--- src/rtl/shift_unit_arbiter_if.sv ---
// Requester, shifter and response signals shared by shift_unit_arbiter and its neighbours.
interface shift_unit_arbiter_if #(
  parameter int unsigned N = 8
);
  logic         req0_valid;
  logic [N-1:0] req0_a;
  logic [N-1:0] req0_b;
  logic         req0_ready;
  logic         req1_valid;
  logic [N-1:0] req1_a;
  logic [N-1:0] req1_b;
  logic         req1_ready;
  logic [N-1:0] sh_a;
  logic [N-1:0] sh_b;
  logic [N-1:0] sh_out;
  logic         rsp_valid;
  logic         rsp_id;
  logic [N-1:0] rsp_data;
  logic         rsp_ready;
  logic         busy;

  modport slave (
    input  req0_valid, req0_a, req0_b, req1_valid, req1_a, req1_b, sh_out, rsp_ready,
    output req0_ready, req1_ready, sh_a, sh_b, rsp_valid, rsp_id, rsp_data, busy
  );

  modport master (
    output req0_valid, req0_a, req0_b, req1_valid, req1_a, req1_b, sh_out, rsp_ready,
    input  req0_ready, req1_ready, sh_a, sh_b, rsp_valid, rsp_id, rsp_data, busy
  );
endinterface

--- src/rtl/shift_unit_arbiter.sv ---
// Arbitrates two requesters onto one external logical-right shifter and returns tagged results.
// Define SHARB_ROUND_ROBIN_EN for round-robin tie breaking; default is fixed priority to req0.
module shift_unit_arbiter #(
  parameter int unsigned N = 8
) (
  input logic                 clk,
  input logic                 rst,
  shift_unit_arbiter_if.slave bus
);

  typedef enum logic [1:0] {
    S_IDLE  = 2'd0,
    S_ISSUE = 2'd1,
    S_RESP  = 2'd2
  } state_t;

  state_t       r_state;
  state_t       w_state_nxt;
  logic [N-1:0] r_sh_a;
  logic [N-1:0] r_sh_b;
  logic         r_cur_id;
  logic         r_rsp_valid;
  logic         r_rsp_id;
  logic [N-1:0] r_rsp_data;
  logic         r_busy;
  logic         w_grant;
  logic         w_grant_id;
  logic         w_req0_ready;
  logic         w_req1_ready;
`ifdef SHARB_ROUND_ROBIN_EN
  logic         r_last_grant;
`endif

  // Winner selection; only meaningful when at least one valid is high
  always_comb begin
    w_grant_id = !bus.req0_valid;
`ifdef SHARB_ROUND_ROBIN_EN
    if (bus.req0_valid && bus.req1_valid) begin
      w_grant_id = !r_last_grant;
    end
`endif
  end

  // Next state and same-cycle ready
  always_comb begin
    w_state_nxt  = r_state;
    w_grant      = 1'b0;
    w_req0_ready = 1'b0;
    w_req1_ready = 1'b0;
    case (r_state)
      S_IDLE: begin
        if ((bus.req0_valid || bus.req1_valid) && !rst) begin
          w_grant      = 1'b1;
          w_req0_ready = !w_grant_id;
          w_req1_ready = w_grant_id;
          w_state_nxt  = S_ISSUE;
        end
      end
      S_ISSUE: w_state_nxt = S_RESP;
      S_RESP: begin
        if (r_rsp_valid && bus.rsp_ready) begin
          w_state_nxt = S_IDLE;
        end
      end
      default: w_state_nxt = S_IDLE;
    endcase
  end

  always_ff @(posedge clk) begin
    if (rst) begin
      r_state     <= S_IDLE;
      r_sh_a      <= '0;
      r_sh_b      <= '0;
      r_cur_id    <= 1'b0;
      r_rsp_valid <= 1'b0;
      r_rsp_id    <= 1'b0;
      r_rsp_data  <= '0;
      r_busy      <= 1'b0;
`ifdef SHARB_ROUND_ROBIN_EN
      r_last_grant <= 1'b1;
`endif
    end else begin
      r_state <= w_state_nxt;
      r_busy  <= (w_state_nxt != S_IDLE);
      if (w_grant) begin
        r_sh_a   <= w_grant_id ? bus.req1_a : bus.req0_a;
        r_sh_b   <= w_grant_id ? bus.req1_b : bus.req0_b;
        r_cur_id <= w_grant_id;
`ifdef SHARB_ROUND_ROBIN_EN
        r_last_grant <= w_grant_id;
`endif
      end
      if (r_state == S_ISSUE) begin
        r_rsp_data  <= bus.sh_out;
        r_rsp_id    <= r_cur_id;
        r_rsp_valid <= 1'b1;
      end else if ((r_state == S_RESP) && bus.rsp_ready) begin
        r_rsp_valid <= 1'b0;
      end
    end
  end

  assign bus.req0_ready = w_req0_ready;
  assign bus.req1_ready = w_req1_ready;
  assign bus.sh_a       = r_sh_a;
  assign bus.sh_b       = r_sh_b;
  assign bus.rsp_valid  = r_rsp_valid;
  assign bus.rsp_id     = r_rsp_id;
  assign bus.rsp_data   = r_rsp_data;
  assign bus.busy       = r_busy;

endmodule
--- src/flat_wrapper.sv ---
// flat-port wrapper written by rule: the top's interface ports become plain ports
module shift_unit_arbiter_flat 
#(
  parameter int unsigned N = 8
)
  (clk, rst, bus_req0_valid, bus_req0_a, bus_req0_b, bus_req1_valid, bus_req1_a, bus_req1_b, bus_sh_out, bus_rsp_ready, bus_req0_ready, bus_req1_ready, bus_sh_a, bus_sh_b, bus_rsp_valid, bus_rsp_id, bus_rsp_data, bus_busy);
  shift_unit_arbiter_if #(.N(N)) bus_i ();
  input logic clk;
  input logic rst;
  input wire logic [$bits(bus_i.req0_valid)-1:0] bus_req0_valid;
  input wire logic [$bits(bus_i.req0_a)-1:0] bus_req0_a;
  input wire logic [$bits(bus_i.req0_b)-1:0] bus_req0_b;
  input wire logic [$bits(bus_i.req1_valid)-1:0] bus_req1_valid;
  input wire logic [$bits(bus_i.req1_a)-1:0] bus_req1_a;
  input wire logic [$bits(bus_i.req1_b)-1:0] bus_req1_b;
  input wire logic [$bits(bus_i.sh_out)-1:0] bus_sh_out;
  input wire logic [$bits(bus_i.rsp_ready)-1:0] bus_rsp_ready;
  output wire logic [$bits(bus_i.req0_ready)-1:0] bus_req0_ready;
  output wire logic [$bits(bus_i.req1_ready)-1:0] bus_req1_ready;
  output wire logic [$bits(bus_i.sh_a)-1:0] bus_sh_a;
  output wire logic [$bits(bus_i.sh_b)-1:0] bus_sh_b;
  output wire logic [$bits(bus_i.rsp_valid)-1:0] bus_rsp_valid;
  output wire logic [$bits(bus_i.rsp_id)-1:0] bus_rsp_id;
  output wire logic [$bits(bus_i.rsp_data)-1:0] bus_rsp_data;
  output wire logic [$bits(bus_i.busy)-1:0] bus_busy;
  assign bus_i.req0_valid = bus_req0_valid;
  assign bus_i.req0_a = bus_req0_a;
  assign bus_i.req0_b = bus_req0_b;
  assign bus_i.req1_valid = bus_req1_valid;
  assign bus_i.req1_a = bus_req1_a;
  assign bus_i.req1_b = bus_req1_b;
  assign bus_i.sh_out = bus_sh_out;
  assign bus_i.rsp_ready = bus_rsp_ready;
  assign bus_req0_ready = bus_i.req0_ready;
  assign bus_req1_ready = bus_i.req1_ready;
  assign bus_sh_a = bus_i.sh_a;
  assign bus_sh_b = bus_i.sh_b;
  assign bus_rsp_valid = bus_i.rsp_valid;
  assign bus_rsp_id = bus_i.rsp_id;
  assign bus_rsp_data = bus_i.rsp_data;
  assign bus_busy = bus_i.busy;
  shift_unit_arbiter #(.N(N)) u_core (.clk(clk), .rst(rst), .bus(bus_i));
endmodule
--- config.mk ---
export PLATFORM = sky130hd
export DESIGN_NAME = shift_unit_arbiter_flat
export DESIGN_NICKNAME = d
export VERILOG_FILES = /design/src/rtl/shift_unit_arbiter_if.sv /design/src/rtl/shift_unit_arbiter.sv /design/src/flat_wrapper.sv
export SDC_FILE = /design/constraint.sdc
export NUM_CORES = 1
export LEC_CHECK = 0
export ABC_AREA = 1
export BUFFER_PORTS_ARGS = -buffer_cell sky130_fd_sc_hd__buf_2
export CORE_AREA = 2 2 84 54
export DETAILED_ROUTE_END_ITERATION = 8
export DIE_AREA = 0 0 86 56
export PLACE_DENSITY = 0.66
export SYNTH_ARGS = -nofsm -noshare
export SYNTH_HDL_FRONTEND = slang
export SYNTH_SLANG_ARGS = --single-unit
--- constraint.sdc ---
create_clock -name clk -period 1.7 [get_ports clk]
set_clock_uncertainty 0.2 [all_clocks]
set_input_delay 0.085 -clock clk [delete_from_list [all_inputs] [get_ports clk]]
set_output_delay 0.085 -clock clk [all_outputs]
set_load 0.005 [all_outputs]
**After elaboration in Yosys (flattened, before gate mapping)**

Cells that the tools add are included.

- Flip-flop bits (word level): 30

- Reduce and logical (&&, ||, !) cells: 9
- Equal/unequal tests: 2
- Multiplexer cells: 13

Operator list:

| cell | number |
|---|---|
| $mux 8 | 2 |
| $mux 1 | 8 |
| $pmux 2 s3 | 1 |
| $mux 2 | 2 |
| $reduce_bool 2->1 | 2 |
| $logic_and 1x1->1 | 3 |
| $eq 2x1->1 const B | 1 |
| $eq 2x2->1 const B | 1 |
| $logic_not 1->1 | 2 |
| $logic_not 2->1 | 1 |
| $logic_or 1x1->1 | 1 |

**Depth between registers and ports, before layout**

Gate-level depths: netlist (run 1).

- Word-level depth: 5
- Depth in mapped cells: 7

**Least setup slack after synthesis (run 1)**

No wires, ideal clock.

- Path type: reg-to-reg
- Start: register u_core.r_state[0]
- End: register u_core.r_sh_a[7], in the netlist u_core.bus.sh_a[7]
- Buffers on the path: 1
- Slack: 0.490 ns
- Arrival time: 0.894 ns
- Clock period less this slack: 1.210 ns
- Required time: 1.384 ns
- Setup time: 0.116 ns
- Cell stages (with the launch flop): 6
- Path through: dfxtp_1 nor2_4 nand3_2 buf_4 nand2_1 a21oi_1

- Cells in the longest elaborated chain, start to end: 2

Ends and longest elaborated chain:

| element | line | text |
|---|---|---|
| start: declaration | shift_unit_arbiter.sv:17 | `state_t r_state;` |
| start signal: assignment | shift_unit_arbiter.sv:83 | `r_state <= w_state_nxt;` |
| $logic_not 2->1 | shift_unit_arbiter.sv:50 | `case (r_state)` |
| $mux 1 | shift_unit_arbiter.sv:50 |  |
| end signal: assignment | shift_unit_arbiter.sv:86 | `r_sh_a <= w_grant_id ? bus.req1_a : bus.req0_a;` |
| end: declaration | shift_unit_arbiter.sv:19 | `logic [N-1:0] r_sh_a;` |

No other way between the ends.
A chain may end at the register's enable or synchronous reset.

**Worst setup path after layout (run 1)**

- Start: register u_core.r_state[1]
- End: register u_core.r_rsp_valid, in the netlist u_core.bus.rsp_valid

- Cells in the longest elaborated chain, start to end: 3
- Elaborated cells on any way between the ends: 5
- Classes of those cells: eq/ne (2); mux (1); reduce/logical (2)

Ends and longest elaborated chain:

| element | line | text |
|---|---|---|
| $eq 2x2->1 | shift_unit_arbiter.sv:97 | `end else if ((r_state == S_RESP) && bus.rsp_ready) begin` |
| $logic_and 1x1->1 | shift_unit_arbiter.sv:97 |  |
| $reduce_bool 2->1 (no line) | n/a |  |
| end signal: assignment | shift_unit_arbiter.sv:75 | `r_rsp_valid <= 1'b0;` |
| end signal: assignment | shift_unit_arbiter.sv:96 | `r_rsp_valid <= 1'b1;` |
| end signal: assignment | shift_unit_arbiter.sv:98 | `r_rsp_valid <= 1'b0;` |
| end: declaration | shift_unit_arbiter.sv:22 | `logic r_rsp_valid;` |

Several ways; a longest one is shown, not always the timed one.

==> Flow_metrics.wiki, run 1 <==
{| class="wikitable"
! Metric !! Value
|-
| Status || finished, final reports clean
|-
| Count of antenna diodes in the layout || 0
|-
| Number of routed nets with antenna violations || 0
|-
| Total power of the final layout || 1.82 mW
|-
| Actual slew at the worst max-slew pin || 0.314 ns
|-
| Area of the mapped netlist || 0.00140 sq mm
|-
| Crit path DAT || 1.57 ns
|-
| Number of iterations in the first detailed-routing pass || 4
|-
| Relative area change from synthesis to final layout || 63.2%
|-
| RSZ-0062 raised after global routing || false
|-
| Final Slew Violations || 0
|-
| Data required, critical path || 1.65 ns
|-
| Avg WL per Cell || 11.1 um
|-
| Average vias per placed instance || 4.54
|-
| Synth unique cells || 18
|-
| Total nets after synthesis || 235
|-
| Synth Instances || 190
|-
| Number of flip-flops and latches in the synthesized netlist || 30
|-
| Crit-path most repeated cell || nand2_1
|-
| Classification of the worst-slack hold path || in -> reg
|-
| Number of placed cells counting well taps || 306
|-
| Dominant synthesized flop cell || dfxtp_1
|-
| Net count, final || 350
|-
| Post-route core utilization || 57.3%
|-
| Via count of the first global-routing pass || 1,473
|-
| Half-perimeter wire length after placement || 2530 um
|-
| Number of buffers on the longest clock path || 2
|-
| Accumulated negative setup slack || 0 ns
|-
| FF-to-FF setup slack || ~0.080 ns
|-
| Synth warnings || 0
|-
| DRC || 0
|-
| Filler Cells Inserted || 383
|-
| Vias after detailed routing || between 1,500 and 2,000
|-
| Setup-violating endpoint count in the final report || 0
|-
| Clock-pin slew on the worst setup and hold paths || 0.06 ns
|-
| IO Pins || 74
|-
| Critical Path, Cell by Cell || inv_1, nor2_1, nand2_1, nand2_1, a21oi_1, dlygate4sd3_1
|-
| PortBufs || 73
|-
| Footprint of the multi-input gates || 679 sq um
|-
| Overall fraction of global-route tracks in use || between 15 and 20%
|-
| Critical path endpoint category || flip-flop
|-
| Final Worst Setup Slack || 0.0798 ns
|-
| Num CTS Buffers || 5
|-
| Site Rows || 18
|-
| Power Density || approximately 800 mW/mm^2
|-
| Leak pwr || 1.15 nW
|-
| Y dimension of the die || between 50 and 60 um
|-
| Max frequency || ~0.6 GHz
|-
| CTS tree || done
|-
| Pin count of the biggest net entering global routing || 21
|-
| Cell area after placement || 0.00176 sq mm
|-
| Final design instance area without fill || 0.00228 sq mm
|-
| Worst Hold Margin || 0.00971 ns
|-
| Number of hold violations in the final report || 0
|-
| Mean instance size in the synthesized netlist || 7.36 sq um
|-
| Area of all sequential standard cells || 601 sq um
|-
| Final critical delay including setup and external delays || 1.62 ns
|-
| Routability-driven placement congestion ratio || between 0.8 and 0.9
|-
| Largest stage delay, worst path || 0.56 ns
|-
| Later-pin clock latency in the skew report || 0.27 ns
|-
| Most numerous cell types in the synthesized netlist || 70 x nand2_1, 30 x dfxtp_1, 20 x nor2_1, 19 x a21oi_1, 10 x nand3_2
|-
| Critical path launch point type || flip-flop
|-
| Initial DRC Count || 42
|-
| Initial core utilization || 35.1%
|-
| Total grt overflow || 0
|-
| Top-count cell post-synth || nand2_1
|-
| TritonCTS sink count || 30
|-
| Worst slew margin relative to its limit || 79.1%
|-
| Worst setup path class || reg -> reg
|-
| Critical Path Slowest Stage Cell || dlygate4sd3_1
|-
| Global-route wire length before repair || between 6000 and 7000 um
|-
| Final routed wirelength across all metal layers || 3960 um
|-
| Top cell type by total area after synthesis || dfxtp_1
|-
| Placement-stage worst setup slack || approximately 0.26 ns
|-
| Dominant cells by area after synthesis || dfxtp_1 43%, nand2_1 19%, nand3_2 7.2%, a21oi_1 6.8%, nor2_1 5.4%
|-
| EDFF count, synth || 0
|-
| Floorplan die area || around 0.0048 sq mm
|-
| Area share of the largest cell type after synthesis || 42.9%
|-
| DIE WIDTH || 86 um
|-
| CP Max Fanout || 2
|-
| Initial antenna violation count || 0
|-
| Setup Buffers After CTS || 0
|-
| Floorplan Core Area || between 0.003 and 0.004 sq mm
|-
| Final non-filler cell total || roughly 360
|-
| Ratio of cells with drive above 1 in the final layout || 33.3%
|-
| Root buf cell || clkbuf_8
|-
| Async set-reset flop share out of synthesis || 0%
|-
| Portion of the clock cycle consumed by the worst path in the final layout || 95.3%
|-
| Max capacitance violation total || 0
|-
| Share of synthesized area occupied by flip-flops and latches || a little over two fifths
|-
| Depth of the CTS H-tree || 2
|-
| Maximum ir drop on the vdd rail || 360 uV
|}
## repair_timing
item / 4_1_cts / 5_1_grt
hold buffers: 42 / 0
gates cloned: 0 / 0
setup endpoints to repair: 1 / 1
gates resized for setup: 1 / 1
pin swaps: 0 / 0
hold endpoints to repair: 27 / 0
## kinds of logic (layout without fill, tap and decap cells)
kind of cell    after synthesis  count (layout)  share of synthesized area, %
simple gates                112             112                          37.7
flops                        30              30                          42.9
compound gates               29              29                          10.4
buf+inv                      19             135                          9.03
## state kept, by name, summed over array words and instances, names as in the netlist
signal                cells
u_core.bus.rsp_data       8
u_core.bus.sh_a           8
u_core.bus.sh_b           8
u_core.r_state            2
u_core.bus.busy           1
u_core.bus.rsp_id         1
u_core.bus.rsp_valid      1
u_core.r_cur_id           1
## layout make-up
| type | instances | share of cell area [%] |
|---|---|---|
| tap | 50 | 2.74 |
| clock inverter | 1 | 0.219 |
| multi-input combinational | 141 | 29.8 |
| inverter | 8 | 1.32 |
| clock buffer | 7 | 3.78 |
| sequential | 30 | 26.3 |
| timing repair buffer | 119 | 35.9 |
## power by group
part / leakage [nW] / switching, mW / internal [mW] / total (mW)
registers: 0.246 / 0.0324 / 0.765 / 0.798
logic: 0.851 / 0.221 / 0.231 / 0.452
clock network: 0.0482 / 0.248 / 0.326 / 0.574
total: 1.15 / 0.502 / 1.32 / 1.82
## critical path: cells and delay by family, from the launching register on
family / cells / cell delay [ns]
and+or+nand+nor: 3 / 0.23
DFF: 1 / 0.37
AOI/OAI and AO/OA: 1 / 0.05
buffers and inverters: 2 / 0.64
## placed cells by master (no fill, tap or decap)
cell type      netlist  routed
buf_2                1      73
nand2_1             70      70
dlygate4sd3_1        0      42
dfxtp_1             30      30
nor2_1              20      20
a21oi_1             19      19
nand3_2             10       9
nand3_1              8       8
o21ai_0              8       8
clkbuf_8             0       6
inv_1                4       4
inv_2                4       4
buf_4                6       3
nor2_4               2       2
o21ai_1              2       2
nand3_4              0       1
nor2_8               1       1
nand2_2              1       1
clkbuf_1             1       1
clkinv_2             0       1
buf_6                2       1
## worst paths after layout
| path | from | to | cells past startpoint |
|---|---|---|---|
| hold / removal | bus_req0_a[0] | u_core.bus.sh_a[0]$_SDFFE_PP0P_ | 5 |
| setup / recovery | u_core.r_state[1]$_SDFF_PP0_ | u_core.bus.rsp_valid$_SDFFE_PP0P_ | 6 |
| setup reg to reg | u_core.r_state[1]$_SDFF_PP0_ | u_core.bus.rsp_valid$_SDFFE_PP0P_ | 6 |
| hold reg to reg | u_core.r_cur_id$_SDFFE_PP0P_ | u_core.bus.rsp_id$_SDFFE_PP0N_ | 2 |
## routing by layer
metal / track usage [%] / part of all wire (%) / routed length (um) / up-vias
met5: 0 / 0 / 0 / -
li1: - / - / - / 834
met1: 19.7 / 46 / 1830 / 716
met2: 28.2 / 45 / 1770 / 63
met4: 4.76 / 0.98 / 39 / 0
met3: 5.64 / 8.2 / 324 / 5
No activity file was read; power rests on OpenSTA's default activity.
==> run 2, diff against run 1 <==
--- a/config.mk
+++ b/config.mk
@@ -8,9 +8,10 @@
 export ABC_AREA = 1
 export BUFFER_PORTS_ARGS = -buffer_cell sky130_fd_sc_hd__buf_2
 export CORE_AREA = 2 2 84 54
+export CTS_CLUSTER_SIZE = 40
 export DETAILED_ROUTE_END_ITERATION = 8
 export DIE_AREA = 0 0 86 56
-export PLACE_DENSITY = 0.66
+export PLACE_DENSITY_LB_ADDON = 0.25
 export SYNTH_ARGS = -nofsm -noshare
 export SYNTH_HDL_FRONTEND = slang
 export SYNTH_SLANG_ARGS = --single-unit
==> Flow_metrics.wiki, run 2 (synthesis results as in run 1) <==
{| class="wikitable"
! Metric !! Value
|-
| Pin count of the biggest net entering global routing || 21 (unchanged)
|-
| Crit path DAT || 1.60 ns (+0.03 ns)
|-
| Cell depth of the worst flop-to-flop path || 6 (unchanged)
|-
| Data required, critical path || 1.65 ns (about the same)
|-
| Floorplan die area || 0.00482 sq mm (unchanged)
|-
| Placement-stage worst setup slack || 0.149 ns (-0.112 ns)
|-
| Ratio of cells with drive above 1 in the final layout || 34.2% (+0.89 points)
|-
| Net count, final || 342 (-2.3%)
|-
| Worst setup path class || reg -> reg
|-
| Vias after detailed routing || 1,525 (-5.7%)
|-
| Most common library cell in the layout ignoring fill and taps || buf_2
|-
| Switching Share || 27.3% (-0.27 points)
|-
| Via count of the first global-routing pass || 1,381 (-6.2%)
|-
| Floorplan Core Area || 0.00399 sq mm (unchanged)
|-
| Critical path launch point type || flip-flop
|-
| Num CTS Buffers || 5 (unchanged)
|-
| Global-route wire length before repair || 6420 um (+2.9%)
|-
| Final routed wirelength across all metal layers || 3800 um (-4.0%)
|-
| R2r endpoint || u_core.bus.rsp_valid$_SDFFE_PP0P_
|-
| Internal cell power || 1.30 mW (-1.3%)
|-
| Gate power share || 23.8% (-1.0 points)
|-
| Critical Path, Cell by Cell || inv_1, nor2_1, nand2_1, nand2_1, a21oi_1, dlygate4sd3_1
|-
| Global routing's busiest layer || met2
|-
| Routing usage on met1 || 22.0% (+2.4 points)
|-
| Setup-violating endpoint count in the final report || 0 (unchanged)
|-
| Avg WL per Cell || 10.9 um (-1.8%)
|-
| Final critical delay including setup and external delays || 1.65 ns (+0.0265 ns)
|-
| Filler Cells Inserted || 407 (+6.3%)
|-
| Site Rows || 18 (unchanged)
|-
| Count of antenna diodes in the layout || 0 (unchanged)
|-
| TritonCTS sink count || 30 (unchanged)
|-
| Clock-pin slew on the worst setup and hold paths || 0.06 ns (about the same)
|-
| Initial core utilization || 35.1% (unchanged)
|-
| Worst slew margin relative to its limit || 79.9% (+0.85 points)
|-
| Relative contribution of the clock network to total power || 31.7% (+0.2 points)
|-
| Post-route core utilization || 55.2% (-2.1 points)
|-
| FF-to-FF setup slack || 0.05 ns (-0.03 ns)
|-
| RSZ-0062 raised after global routing || true
|-
| Cell area after placement || 0.00176 sq mm (unchanged)
|-
| Setup Buffers After CTS || 0 (unchanged)
|-
| Register share of total power || 44.5% (+0.8 points)
|-
| Initial antenna violation count || 0 (unchanged)
|-
| Largest stage delay, worst path || 0.55 ns (about the same)
|-
| PortBufs || 73 (unchanged)
|-
| CP Max Fanout || 2 (unchanged)
|-
| Launching point of the worst reg2reg path || u_core.r_state[1]$_SDFF_PP0_
|-
| Max frequency || 0.607 GHz (-1.6%)
|-
| Depth of the CTS H-tree || 2 (unchanged)
|-
| Status || finished, final reports clean
|-
| DIE WIDTH || 86 um (unchanged)
|-
| Max capacitance violation total || 0 (unchanged)
|-
| Power Density || 815 mW/mm^2 (+2.0%)
|-
| Later-pin clock latency in the skew report || 0.26 ns (about the same)
|-
| Root buf cell || clkbuf_8
|-
| IO Pins || 74 (unchanged)
|-
| Y dimension of the die || 56 um (unchanged)
|-
| Final design instance area without fill || 0.00220 sq mm (-3.7%)
|-
| Number of buffers on the longest clock path || 2 (unchanged)
|-
| Initial DRC Count || 44 (+4.8%)
|-
| Actual slew at the worst max-slew pin || 0.301 ns (-0.0127 ns)
|-
| Accumulated negative setup slack || 0 ns (unchanged)
|-
| Maximum ir drop on the vdd rail || 352 uV (-2.3%)
|-
| Crit-path most repeated cell || nand2_1
|-
| Startpoint of the tightest hold check path || bus_req0_valid
|-
| Overall fraction of global-route tracks in use || 16.5% (-0.088 points)
|-
| Final Slew Violations || 0 (unchanged)
|-
| CTS tree || done
|-
| Worst min-delay path endpoint || u_core.r_cur_id$_SDFFE_PP0P_
|-
| DRC || 0 (unchanged)
|-
| Number of routed nets with antenna violations || 0 (unchanged)
|-
| Routability-driven placement congestion ratio || 0.727 (-9.1%)
|-
| Met3 global-route usage || 4.60% (-1.0 points)
|-
| Switching power of the nets || 0.489 mW (-2.6%)
|-
| Worst Hold Depth || 4 (-1)
|-
| Count of buffering cells on the critical path with inverters included || 2 (unchanged)
|-
| Average vias per placed instance || 4.38 (-3.6%)
|-
| Half-perimeter wire length after placement || 2630 um (+3.7%)
|-
| Worst Hold Margin || 0.00399 ns (-0.00573 ns)
|-
| Final non-filler cell total || 348 (-2.2%)
|-
| Largest delay contributor family on the critical path || buffers and inverters
|-
| Total power of the final layout || 1.79 mW (-1.7%)
|-
| Critical Path Slowest Stage Cell || dlygate4sd3_1
|-
| Met2 Use GR || 26.1% (-2.1 points)
|-
| Number of hold violations in the final report || 0 (unchanged)
|-
| Critical path endpoint category || flip-flop
|-
| Relative area change from synthesis to final layout || 57.2%
|-
| Number of iterations in the first detailed-routing pass || 4 (unchanged)
|-
| Commonest non-fill, non-tap cells in the layout || 73 x buf_2, 70 x nand2_1, 34 x dlygate4sd3_1, 30 x dfxtp_1, 20 x nor2_1
|-
| Portion of the clock cycle consumed by the worst path in the final layout || 96.9% (+1.6 points)
|-
| Number of placed cells counting well taps || 306 (unchanged)
|-
| Leak pwr || 1.11 nW (-3.1%)
|-
| Total grt overflow || 0 (unchanged)
|-
| Classification of the worst-slack hold path || in -> reg
|-
| Final Worst Setup Slack || 0.0533 ns (-0.0265 ns)
|}
## run 2: cell count changes in the layout (fill, tap and decap cells not counted), sizes merged
cell         previous run  this run
dlygate4sd3            42        34
## run 2: worst max-delay path by stage
stage,cells past startpoint,end,startpoint,slack (ns)
final,6,u_core.bus.rsp_valid$_SDFFE_PP0P_,u_core.r_state[1]$_SDFF_PP0_,0.05
after global routing,6,u_core.bus.rsp_valid$_SDFFE_PP0P_,u_core.r_state[1]$_SDFF_PP0_,-0.05
after CTS,4,bus_req1_ready,u_core.r_state[0]$_SDFF_PP0_,0.03
after detailed placement,4,bus_req1_ready,u_core.r_state[0]$_SDFF_PP0_,0.15
after global placement,4,bus_req1_ready,u_core.r_state[0]$_SDFF_PP0_,0.16
after floorplan,5,u_core.bus.sh_a[7]$_SDFFE_PP0P_,u_core.r_state[0]$_SDFF_PP0_,0.49
## run 2: cell type report
cell class / instances / area [sq um] / share of cell area (%)
clock inverter: 1 / 5.00 / 0.228
tap: 50 / 62.6 / 2.84
inverter: 8 / 30.0 / 1.37
sequential: 30 / 601 / 27.3
clock buffer: 7 / 86.3 / 3.92
timing repair buffer: 111 / 736 / 33.4
multi-input combinational: 141 / 679 / 30.9
## run 2: worst min-delay path, stage by stage
cell	delay [ns]
buf_2	0.15
nand3_1	0.10
inv_2	0.06
nor2_1	0.04
## run 2: power by group through the flow
stage          clock network [mW]  logic, mW  registers, mW
2_1_floorplan                   0      0.221          0.817
3_3_place_gp                    0      0.349          0.813
3_5_place_dp                    0      0.354          0.814
4_1_cts                     0.581      0.429          0.799
5_1_grt                     0.613      0.481          0.806
6_report                    0.568      0.427          0.799
## run 2: repair_timing
action                     CTS  global route
hold endpoints to repair    21             0
pin swaps                    0             2
hold buffers                34             0
setup endpoints to repair    1             2
gates resized for setup      1             0
## run 2: routing by layer
metal	share of wire [%]	vias up
met5	0	-
met4	0.45	0
met3	6.4	2
met2	44	45
met1	49	663
li1	-	815
